`config.mk`:
```
export PLATFORM = sky130hd
export DESIGN_NAME = din_rvs_conditioner
export DESIGN_NICKNAME = d
export VERILOG_FILES = /design/src/rtl/din_rvs_conditioner.sv
export SDC_FILE = /design/constraint.sdc
export NUM_CORES = 1
export LEC_CHECK = 0
export ABC_CLOCK_PERIOD_IN_PS = 1400
export BUFFER_PORTS_ARGS = -buffer_cell sky130_fd_sc_hd__buf_2
export CORE_AREA = 3 3 40 42
export DETAILED_ROUTE_END_ITERATION = 10
export DIE_AREA = 0 0 43 45
export GPL_TIMING_DRIVEN = 0
export PLACE_DENSITY = 0.68
export REMOVE_ABC_BUFFERS = 1
export SLEW_MARGIN = 0
export SYNTH_ARGS = -nofsm -noshare
export SYNTH_HDL_FRONTEND = slang
export SYNTH_SLANG_ARGS = --single-unit
export TNS_END_PERCENT = 30
```
`constraint.sdc`:
```
create_clock -name clk -period 1.4 [get_ports clk]
set_input_delay 0.21 -clock clk [delete_from_list [all_inputs] [get_ports clk]]
set_output_delay 0.21 -clock clk [all_outputs]
set_load 0.005 [all_outputs]
```
`src/rtl/din_rvs_conditioner.sv`:
```
// Input conditioner: synchronizes a bouncy asynchronous din, debounces it and
// drives a registered inverted level plus a time-limited enable window.
module din_rvs_conditioner #(
  parameter int unsigned SYNC_STAGES = 2,
  parameter int unsigned DB_CNT      = 16,
  parameter int unsigned EN_HOLD     = 4,
  parameter int unsigned CNT_W       = 5
) (
  input  logic clk,
  input  logic rst_n,
  input  logic din,
  output logic din_rvs,
  output logic en,
  output logic chg_pulse
);

  typedef enum logic [1:0] {IDLE, CHECK, HOLD} state_t;

  localparam logic [CNT_W-1:0] DB_LAST   = CNT_W'(DB_CNT - 1);
  localparam logic [CNT_W-1:0] HOLD_LAST = CNT_W'(EN_HOLD - 1);

  logic [SYNC_STAGES-1:0] sync_q;
  logic                   s;
  logic                   db_lvl;
  state_t                 state;
  logic [CNT_W-1:0]       cnt;

  assign s = sync_q[SYNC_STAGES-1];
  // din_rvs is the only stored copy of the debounced level.
  assign db_lvl = ~din_rvs;

  always_ff @(posedge clk or negedge rst_n) begin
    if (!rst_n) begin
      sync_q <= '0;
    end else begin
      sync_q <= {sync_q[SYNC_STAGES-2:0], din};
    end
  end

  always_ff @(posedge clk or negedge rst_n) begin
    if (!rst_n) begin
      state     <= IDLE;
      cnt       <= '0;
      din_rvs   <= 1'b1;
      en        <= 1'b0;
      chg_pulse <= 1'b0;
    end else begin
      chg_pulse <= 1'b0;
      case (state)
        IDLE: begin
          cnt <= '0;
          en  <= 1'b0;
          if (s != db_lvl) begin
            state <= CHECK;
            cnt   <= CNT_W'(1);
          end
        end
        CHECK: begin
          // A single matching sample discards the candidate outright.
          if (s == db_lvl) begin
            state <= IDLE;
            cnt   <= '0;
          end else if (cnt == DB_LAST) begin
            din_rvs   <= ~s;
            chg_pulse <= 1'b1;
            en        <= 1'b1;
            cnt       <= HOLD_LAST;
            state     <= HOLD;
          end else begin
            cnt <= cnt + CNT_W'(1);
          end
        end
        HOLD: begin
          if (cnt == '0) begin
            en    <= 1'b0;
            state <= IDLE;
          end else begin
            cnt <= cnt - CNT_W'(1);
          end
        end
        default: begin
          state <= IDLE;
          cnt   <= '0;
          en    <= 1'b0;
        end
      endcase
    end
  end

endmodule

```
==> results_dict.tcl <==
set metrics [dict create \
    yosysSeqAreaShare 0.485 \
    violations "negative setup slack" \
    syn_to_final_growth_pct 47.7 \
    cp-start-kind "flip-flop" \
    die_width_um 43 \
    ctsRootBufferMaster "clkbuf_4" \
    ys_top_cells_by_area "dfrtp_1, ha_1, a21oi_1" \
    drc 0 \
    status "finished with violations" \
    grt_pass1_vias 536 \
    period_needed_ns 1.45 \
    avgRoutedWirePerCell_um 17.6 \
    cts_max_level 1 \
    grtUsageTotal 0.181 \
    fin_total_pwr_mw 0.871 \
    place_congestion 0.743 \
    cts_buffers 3 \
    cts.clk_slew.worst_paths_ns 0.09 \
    fill_cells 95 \
    drive_gt1_frac 0.506 \
    worst_pin_slew_ns 0.323 \
    power_density_nw_per_um2 949 \
    grt_pass1_wl_um 2420 \
    ys_seq_elements 12 \
    fmax_ghz 0.689 \
    die_area_um2 1940 \
    ios 6 \
    hp-class "in -> reg" \
    drtAntennaViolNets 0 \
    critPathArrivalTime_ns 1.65 \
    synth.distinct_cells 24 \
    cts.sinks 12 \
    p_leak_nw 0.399 \
    drt_iter0_drc 27 \
    hpwl_um 921 \
    synth_top_area_frac 0.443 \
    worst-path-max-fanout 4 \
    drt-vias-per-instance 5.81 \
    layout.nets 92 \
    grt_max_degree 13 \
    netlist_instances 63 \
    clockBufferDepth 2 \
    antenna_found_initial 0 \
    clock_skew_ns 0.0190 \
    initial_core_util 0.484 \
    die_h_um 45 \
    setup_ws_ns -0.0509 \
    critical_path_class "reg -> reg" \
    hold_viol 0 \
    maxSlewViolCount 0 \
    syn_area_um2 622 \
    post-route-period-util 1.04 \
    drt_pass1_iterations 4 \
    end_kind "flip-flop" \
    stdcell_area_um2 918 \
    crit_required_ns 1.60 \
    drv_cap 0 \
    core_um2 1280 \
    peakVddDrop_mv 0.524 \
    syn_avg_cell_area_um2 9.87 \
    synth_top_area_cell "dfrtp_1" \
    synth_warnings 0 \
    clock_latency_ns 0.30 \
    numPortBuffers 5 \
    routed_wl_um 1760 \
    routed-via-count 581 \
    antenna_cells 0 \
    post-route-util 0.715 \
    placed_area_um2 666 \
    slew_headroom 0.784 \
    setup_violations 1 \
    rows 13 \
    rsz0062_at_grt "true" \
    grt_overflow_total 0 \
    cts_tree "built" \
]
stage by stage:
step / hold WS, ns / setup WS (ns) / setup TNS, ns / std cells
after floorplan: -0.0856 / 0.0202 / 0 / 63
after global placement: 0.0990 / -0.164 / -0.481 / 83
after detailed placement: 0.0953 / -0.169 / -0.543 / 83
after CTS: 0.0572 / 0.00710 / 0 / 94
after global routing: 0.0358 / -0.0803 / -0.209 / 100
final: 0.0453 / -0.0509 / -0.0509 / 100
cell type report:
class / count / area (um^2) / share of cell area
clock buffer: 4 / 26.3 / 0.0286
inverter: 5 / 20.0 / 0.0218
multi-input combinational: 46 / 423 / 0.460
sequential: 12 / 305 / 0.332
tap: 15 / 18.8 / 0.0204
timing repair buffer: 18 / 125 / 0.136
registers in the layout, indices dropped and copies added, names as in the netlist:
| register | cells |
|---|---|
| din_rvs | 1 |
| chg_pulse | 1 |
| state | 2 |
| sync_q | 2 |
| en | 1 |
| cnt | 5 |
cells in the mapped netlist, drive strengths merged:
| cell type | n |
|---|---|
| nor3 | 3 |
| ha | 3 |
| o21a | 1 |
| nor4b | 1 |
| clkinv | 1 |
| xnor2 | 2 |
| nand4b | 1 |
| nor2b | 1 |
| xor2 | 1 |
| a211oi | 1 |
| o21bai | 1 |
| a21oi | 6 |
| dfstp | 1 |
| inv | 4 |
| a221oi | 2 |
| nor2 | 6 |
| o311ai | 1 |
| nand3 | 2 |
| nand2b | 2 |
| a21boi | 1 |
| dfrtp | 11 |
| a31oi | 1 |
| o21ai | 6 |
| nand2 | 4 |
cell families (layout without fill, tap and decap cells):
kind of cell | count (synthesis) | in the layout | synth area share
AOI/OAI and AO/OA | 20 | 20 | 0.197
and+or+nand+nor | 20 | 20 | 0.183
DFF | 12 | 12 | 0.485
buffers and inverters | 5 | 27 | 0.0322
adders and majority gates | 3 | 3 | 0.0604
xor gates and xnor gates | 3 | 3 | 0.0423
where the power goes:
group / internal [mW] / switching, mW / total [mW]
Combinational: 0.116 / 0.103 / 0.218
Sequential: 0.368 / 0.0423 / 0.410
Clock: 0.111 / 0.132 / 0.243
critical path, cell delays in order, from the launching register on:
cell	delay [ns]
dfrtp_2	0.39
inv_2	0.06
ha_4	0.14
nor4b_4	0.12
buf_4	0.14
o21a_4	0.22
o311ai_4	0.28
path summary, 6_finish.rpt:
check / start / cells past startpoint / end / slack [ns]
min: din / 1 / sync_q[0] / 0.05
max in group asynchronous: rst_n / 2 / din_rvs / 0.79
min in group asynchronous: rst_n / 2 / chg_pulse / 0.31
max: cnt[1] / 6 / cnt[1] / -0.05
max reg2reg: cnt[1] / 6 / cnt[1] / -0.05
min reg2reg: sync_q[0] / 0 / sync_q[1] / 0.38
layout by cell type, fill, tap and decap left out, types with 2 or more instances in the layout:
master / instances
a21oi_1: 4
nor3_1: 2
buf_4: 12
nor2_4: 2
nor2_1: 4
buf_2: 5
ha_4: 2
clkbuf_4: 3
dfrtp_2: 3
inv_1: 2
o21ai_0: 4
nand2_1: 3
a21oi_2: 2
o21ai_1: 2
nand2b_1: 2
inv_2: 2
dfrtp_1: 8
repair_timing:
action,in CTS,in global routing
setup buffers,6,6
pin swaps,4,5
endpoints found under the setup margin,7,8
gates resized for setup,10,20
hold buffers,1,0
hold endpoints to repair,11,0
metal layers:
metal,global-route usage,up-vias,part of all wire
li1,-,269,-
met3,0.0637,5,0.056
met4,0.120,0,0.024
met2,0.311,33,0.51
met5,0,-,0
met1,0.187,274,0.41
Note: power is estimated with default switching activity, not from simulation.
